<file path="src/rtl/bin2bcd_seq.sv">
// Multi-cycle double-dabble binary-to-BCD converter, one adjust+shift step per clock.
// Define BIN2BCD_OVF_CHECK_EN to compile in the sticky overflow flag.
module bin2bcd_seq #(
    parameter int BIN_W  = 8,
    parameter int DIGITS = 3
) (
    input  logic                  clk,
    input  logic                  rst_n,
    input  logic                  in_valid,
    output logic                  in_ready,
    input  logic [BIN_W-1:0]      bin,
    output logic                  out_valid,
    input  logic                  out_ready,
    output logic [4*DIGITS-1:0]   bcd,
    output logic                  overflow
);

    localparam int BCD_W = 4 * DIGITS;
    localparam int CNT_W = $clog2(BIN_W + 1);

    typedef enum logic [1:0] {
        IDLE  = 2'd0,
        SHIFT = 2'd1,
        DONE  = 2'd2
    } state_t;

    state_t              state_r, state_s;
    logic [BIN_W-1:0]    bin_r, bin_s;
    logic [BCD_W-1:0]    bcd_r, bcd_s, adj_s;
    logic [CNT_W-1:0]    cnt_r, cnt_s;
    logic                accept_s;
    logic                shift_s;

    function automatic logic [BCD_W-1:0] dabble_adjust(input logic [BCD_W-1:0] v);
        logic [BCD_W-1:0] r;
        r = v;
        for (int i = 0; i < DIGITS; i++) begin
            if (v[4*i +: 4] >= 4'd5) begin
                r[4*i +: 4] = v[4*i +: 4] + 4'd3;
            end else begin
                r[4*i +: 4] = v[4*i +: 4];
            end
        end
        return r;
    endfunction

    assign adj_s = dabble_adjust(bcd_r);

    // Next-state and datapath update; the top bit of the adjusted BCD falls off on each shift.
    always_comb begin
        state_s  = state_r;
        bin_s    = bin_r;
        bcd_s    = bcd_r;
        cnt_s    = cnt_r;
        accept_s = 1'b0;
        shift_s  = 1'b0;
        case (state_r)
            IDLE: begin
                if (in_valid) begin
                    accept_s = 1'b1;
                    bin_s    = bin;
                    bcd_s    = {BCD_W{1'b0}};
                    cnt_s    = CNT_W'(BIN_W);
                    state_s  = SHIFT;
                end else begin
                    state_s  = IDLE;
                end
            end
            SHIFT: begin
                shift_s = 1'b1;
                bcd_s   = {adj_s[BCD_W-2:0], bin_r[BIN_W-1]};
                bin_s   = bin_r << 1'b1;
                cnt_s   = cnt_r - CNT_W'(1);
                if (cnt_r == CNT_W'(1)) begin
                    state_s = DONE;
                end else begin
                    state_s = SHIFT;
                end
            end
            DONE: begin
                if (out_ready) begin
                    state_s = IDLE;
                end else begin
                    state_s = DONE;
                end
            end
            default: begin
                state_s = IDLE;
            end
        endcase
    end

    // State and datapath registers.
    always_ff @(posedge clk or negedge rst_n) begin
        if (!rst_n) begin
            state_r <= IDLE;
            bin_r   <= {BIN_W{1'b0}};
            bcd_r   <= {BCD_W{1'b0}};
            cnt_r   <= {CNT_W{1'b0}};
        end else begin
            state_r <= state_s;
            bin_r   <= bin_s;
            bcd_r   <= bcd_s;
            cnt_r   <= cnt_s;
        end
    end

    assign in_ready  = (state_r == IDLE);
    assign out_valid = (state_r == DONE);
    assign bcd       = bcd_r;

`ifdef BIN2BCD_OVF_CHECK_EN
    logic ovf_r;

    // Sticky flag: any 1 discarded from the top digit means the value did not fit.
    always_ff @(posedge clk or negedge rst_n) begin
        if (!rst_n) begin
            ovf_r <= 1'b0;
        end else if (accept_s) begin
            ovf_r <= 1'b0;
        end else if (shift_s && adj_s[BCD_W-1]) begin
            ovf_r <= 1'b1;
        end else begin
            ovf_r <= ovf_r;
        end
    end

    assign overflow = ovf_r;
`else
    logic unused_ovf_s;
    assign unused_ovf_s = ^{adj_s[BCD_W-1], shift_s, accept_s};
    assign overflow     = 1'b0;
`endif

endmodule

</file>
<file path="config.mk">
export PLATFORM = sky130hd
export DESIGN_NAME = bin2bcd_seq
export DESIGN_NICKNAME = d
export VERILOG_FILES = /design/src/rtl/bin2bcd_seq.sv
export SDC_FILE = /design/constraint.sdc
export NUM_CORES = 1
export LEC_CHECK = 0
export BUFFER_PORTS_ARGS = -buffer_cell sky130_fd_sc_hd__buf_2
export CAP_MARGIN = 5
export CORE_UTILIZATION = 37
export CTS_BUF_LIST = sky130_fd_sc_hd__clkbuf_4
export DETAILED_ROUTE_END_ITERATION = 10
export PLACE_DENSITY_LB_ADDON = 0.1
export SETUP_SLACK_MARGIN = 0.1
export SLEW_MARGIN = 15
export SYNTH_ARGS = -nofsm -noshare
export SYNTH_HDL_FRONTEND = slang
export SYNTH_SLANG_ARGS = --single-unit
</file>
<file path="constraint.sdc">
create_clock -name clk -period 1.8 [get_ports clk]
set_clock_uncertainty 0.2 [all_clocks]
set_input_delay 0.36 -clock clk [delete_from_list [all_inputs] [get_ports clk]]
set_output_delay 0.36 -clock clk [all_outputs]
set_load 0.02 [all_outputs]
</file>
**Word level (Yosys, flattened, before mapping)**

Index checks and enable logic that the tools add are counted.

- Register bits: 26
- Bits of input ports: 12
- Output and inout port bits: 15
- Word-level logic and storage cells: 31

- Reduce and logical (&&, ||, !) cells: 3
- Eq/ne operators: 4
- Add/subtract/negate cells: 4
- Multiplexer cells: 13
- Magnitude comparators: 3

Operators with widths:

| cell | count |
|---|---|
| $pmux W12 S2 | 1 |
| $pmux W8 S2 | 1 |
| $ge A4 B3 Y1 const B | 3 |
| $mux W12 | 1 |
| $mux W4 | 3 |
| $add A4 B2 Y4 const B | 2 |
| $mux W8 | 1 |
| $pmux W4 S2 | 1 |
| $pmux W2 S3 | 1 |
| $eq A4 B1 Y1 const B | 1 |
| $mux W2 | 2 |
| $sub A4 B1 Y4 const B | 1 |
| $add A3 B2 Y3 const B | 1 |
| $mux W3 | 1 |
| $eq A2 B1 Y1 const B | 1 |
| $eq A2 B2 Y1 const B | 1 |
| $logic_not A2 Y1 | 1 |
| $ne A2 B2 Y1 const B | 1 |
| $reduce_and A2 Y1 | 1 |
| $reduce_bool A2 Y1 | 1 |
| $mux W1 | 1 |

**Logic depth before layout (Yosys ltp)**

- Depth in word-level cells: 3
- Mapped depth: 6
- Depth with buffers taken out: 6

**Worst setup path after synthesis**

No wires, ideal clock.

- Kind: reg-to-reg
- From: register bcd_r[1] (netlist: bcd[1])
- To: register bcd_r[2] (netlist: bcd[2])
- Path buffers: 0
- Period minus slack after synthesis: 1.856 ns
- Setup time: 0.083 ns
- Data arrival time: 1.573 ns
- Path slack: -0.056 ns
- Stages on the path, launching flop included: 7
- Data required time: 1.517 ns
- Cell sequence: dfrtp_1 > inv_1 > ha_1 > nand2b_1 > a21oi_1 > mux2_2 > o21ai_0

- Cells in the longest elaborated chain, start to end: 3
- Elaborated cells between the ends (all ways): 4
- Classes of those cells: add/sub: 1; order compare: 1; mux: 2

RTL lines:

| element | line | source |
|---|---|---|
| start: declaration | 29 | `logic [BCD_W-1:0] bcd_r, bcd_s, adj_s;` |
| start signal: assignment | 98 | `bcd_r <= {BCD_W{1'b0}};` |
| start signal: assignment | 103 | `bcd_r <= bcd_s;` |
| $add A4 B2 Y4 / $ge A4 B3 Y1 (equally long branches) | 39, 38 |  |
| $mux W4 (*) | 38 | `if (v[4*i +: 4] >= 4'd5) begin` |
| $pmux W12 S2 (*) | 57 | `case (state_r)` |

Every way passes the cells marked *; elsewhere a longest branch is shown, timed or not.
A chain may end at the register's enable or synchronous reset.

**Worst setup path after layout**

- From: register state_r[0]
- To: output port out_valid

- Cells in the longest elaborated chain, start to end: 1

RTL lines:

| element | line | source |
|---|---|---|
| start: declaration | 27 | `state_t state_r, state_s;` |
| start signal: assignment | 101 | `state_r <= state_s;` |
| $eq A2 B2 Y1 | 109 | `assign out_valid = (state_r == DONE);` |
| end: declaration | 12 | `output logic out_valid,` |

No other way between the ends.

==> impl_metrics.json <==
{
  "fp.dieH_um": 63.08,
  "arrival_ns": 1.13,
  "endpoint_kind": "output port",
  "grt_max_degree": 27,
  "min_path_type": "in -> reg",
  "design.die.area_um2": 3978,
  "yosysTopAreaCell": "dfrtp_1",
  "hold_depth": 3,
  "grt.total_usage_pct": 15.16,
  "finalHoldViolations": 0,
  "cts_root_buffer": "clkbuf_4",
  "avgRoutedWirePerCell_um": 12.44,
  "grt_pass1_wl_mm": 4.761,
  "cts_inserted_buffers": 3,
  "gp_congestion": 0.7039,
  "r2r_start": "state_r[0]",
  "synth.area.top_cells": "dfrtp_1 47%, nand2_1 7.9%, ha_1 7.3%, o21ai_0 4.0%, a22oi_1 3.8%",
  "syn_nets": 160,
  "overflow": 0,
  "cellLeakagePower_nw": 0.8567,
  "nFillCells": 331,
  "via_per_inst": 4.910,
  "n_antenna_cell": 0,
  "fmax_ghz": 0.5910,
  "ff2ff_path_depth": 4,
  "switching_share_pct": 42.98,
  "synthesis.area_um2": 1380,
  "synth_top_area_share_pct": 47.14,
  "worstMarginPinSlew_ns": 0.6106,
  "grt_antenna_before_repair": 0,
  "hp-start": "bin[7]",
  "core_area_um2": 3442,
  "slew_headroom_pct": 59.30,
  "clockPowerShare_pct": 11.9,
  "cp_max_fo": 4,
  "clkSlewWorstSetupHoldPaths_ns": 0.15,
  "min_to": "bin_r[7]",
  "rows": 21,
  "regToRegSetupSlack_ns": 0.16,
  "comb_power_share_pct": 55.9,
  "synth_warnings": 0,
  "synthCells": 140,
  "fin_crit_ns": 1.692,
  "finalCritPeriodShare_pct": 94.01,
  "peakVddDrop_mv": 0.5715,
  "place_hpwl_mm": 1.856,
  "firstDrtPassIters": 3,
  "drv_cap": 0,
  "clock-sinks": 26,
  "drive_gt1_share_pct": 38.42,
  "antenna_left": 0,
  "rsz0062_at_grt": "true",
  "power_switching_w": 0.001473,
  "routed_wl_mm": 2.775,
  "total_power_w": 0.003428,
  "r2r_end": "bcd[10]",
  "ys_ff_latch": 26,
  "worstPathRequired_ns": 1.24,
  "synth-seq-area-share_pct": 47.14,
  "die_w_um": 63.08,
  "cts_max_level": 1,
  "final-setup-viol-count": 0,
  "setup.worst_path.class": "reg -> out",
  "startpoint_type": "flop",
  "setup_tns_ns": 0,
  "status": "finished clean",
  "p_seq_share_pct": 32.2,
  "area_delta_synth_final_pct": 26.11,
  "clockBufferDepth": 2,
  "maxSlewViolCount": 0,
  "drt_iter0_drc": 46,
  "drc": 0,
  "initial_utilization_pct": 40.09,
  "boundaryPins": 27,
  "cts_tree": "done",
  "final_net_count": 198,
  "ys_types": 32,
  "insertion_delay_ns": 0.32,
  "syn_area_per_cell_um2": 9.858,
  "grt_pass1_vias": 1099,
  "p_int_w": 0.001955,
  "io_buffers": 25,
  "num_vias": 1095,
  "power_density_nw_per_um2": 1969
}
layout make-up:
| type | instances | area, µm² | share of cell area [%] |
|---|---|---|---|
| Inverter | 9 | 33.78 | 1.941 |
| Sequential cell | 26 | 655.6 | 37.67 |
| Timing Repair Buffer | 39 | 241.5 | 13.87 |
| Clock buffer | 3 | 22.52 | 1.294 |
| Clock inverter | 1 | 30.03 | 1.725 |
| Multi-Input combinational cell | 99 | 699.4 | 40.19 |
| Tap cell | 46 | 57.56 | 3.307 |
stage by stage:
step	instances	worst slack [ns]	cell area [µm²]	hold WS, ns	utilization [%]
after global placement	209	0.1495	1545	0.2090	44.89
after CTS	217	0.1029	1642	0.03372	47.69
after global routing	223	0.05163	1740	0.02009	50.56
after detailed placement	209	0.07180	1545	0.2046	44.89
after floorplan	140	0.07713	1390	-0.1356	-
final	223	0.1079	1740	0.03826	50.56
synthesized netlist by cell type:
cell type	instances
nand2_1	29
dfrtp_1	26
o21ai_0	11
inv_1	9
ha_1	8
a22oi_1	7
nand3_1	5
nand2b_1	4
nor3_1	4
a21oi_1	3
nand2_2	3
o31ai_1	3
xnor2_1	3
a22o_1	2
buf_4	2
buf_6	2
mux2i_1	2
nor2_1	2
xor2_1	2
a211oi_1	1
a31oi_1	1
and2b_1	1
buf_2	1
buf_8	1
conb_1	1
mux2_2	1
nor2_8	1
nor2b_2	1
nor3b_4	1
o21ai_1	1
o21ai_2	1
o2bb2ai_1	1
cells in the final DEF (no fill, tap or decap), types with 2 or more instances in the layout:
master    synthesis  routed
xor2_1            2       2
nor3_1            4       4
xnor2_1           3       3
nand3_1           5       5
o31ai_1           3       3
a22oi_1           7       7
buf_2             1      23
a22o_1            2       2
ha_2              0       2
nand2_1          29      29
clkbuf_4          0       3
a21oi_2           0       2
dfrtp_2           0       4
inv_2             0       4
o21ai_0          11      10
inv_1             9       5
buf_4             2      14
nand2_2           3       3
o21ai_2           1       2
nor2_1            2       2
dfrtp_1          26      22
nand2b_4          0       2
mux2i_1           2       2
ha_1              8       5
sequential cells by signal (all words and copies together) (netlist names):
register / cells
state_r: 2
bcd: 12
bin_r: 8
cnt_r: 4
metal layers:
layer | vias to the layer above | track usage, % | share of wire, %
li1 | 543 | - | -
met1 | 532 | 17.96 | 49
met2 | 18 | 27.42 | 47
met3 | 2 | 2.355 | 3.0
met4 | 0 | 5.233 | 0.86
met5 | - | 0 | 0
kinds of logic (layout without fill, tap and decap cells):
family / Yosys count / in the layout / synth area share [%]
muxes: 3 / 3 / 2.267
other: 1 / 1 / 0.2717
adders and majority gates: 8 / 8 / 7.253
AOI/OAI and AO/OA: 31 / 31 / 14.42
xor gates and xnor gates: 5 / 5 / 3.174
buffers and inverters: 15 / 52 / 6.617
and+or+nand+nor: 51 / 51 / 18.86
DFF: 26 / 26 / 47.14
worst max-delay path: stages, from the launching register on:
cell     delay (ns)
dfrtp_2        0.45
and2b_1        0.23
buf_6          0.12
power groups by stage:
| stage | registers (W) | clock network (W) | logic, W |
|---|---|---|---|
| floorplan | 0.00121 | 0 | 0.00115 |
| global placement | 0.00109 | 0 | 0.00160 |
| detailed placement | 0.00111 | 0 | 0.00164 |
| CTS | 0.00109 | 0.000418 | 0.00173 |
| global route | 0.00114 | 0.000456 | 0.00215 |
| finish | 0.00110 | 0.000409 | 0.00192 |
worst max-delay path by stage:
stage / from / to / slack (ns) / cells after the start
final: state_r[0] / out_valid / 0.11 / 2
after global routing: state_r[0] / out_valid / 0.05 / 2
after CTS: state_r[1] / out_valid / 0.10 / 2
after floorplan: bcd[0] / bcd[2] / 0.08 / 6
after global placement: bcd[0] / bcd[2] / 0.15 / 6
after detailed placement: bcd[0] / bcd[2] / 0.07 / 6
what timing repair did:
action,in CTS,in global routing
buffers inserted,3,6
resized for setup,8,13
endpoints found under the hold margin,26,0
cloned,0,0
hold buffers,1,0
pin swaps,1,4
endpoints found under the setup margin,2,10
No activity file was read; power rests on OpenSTA's default activity.
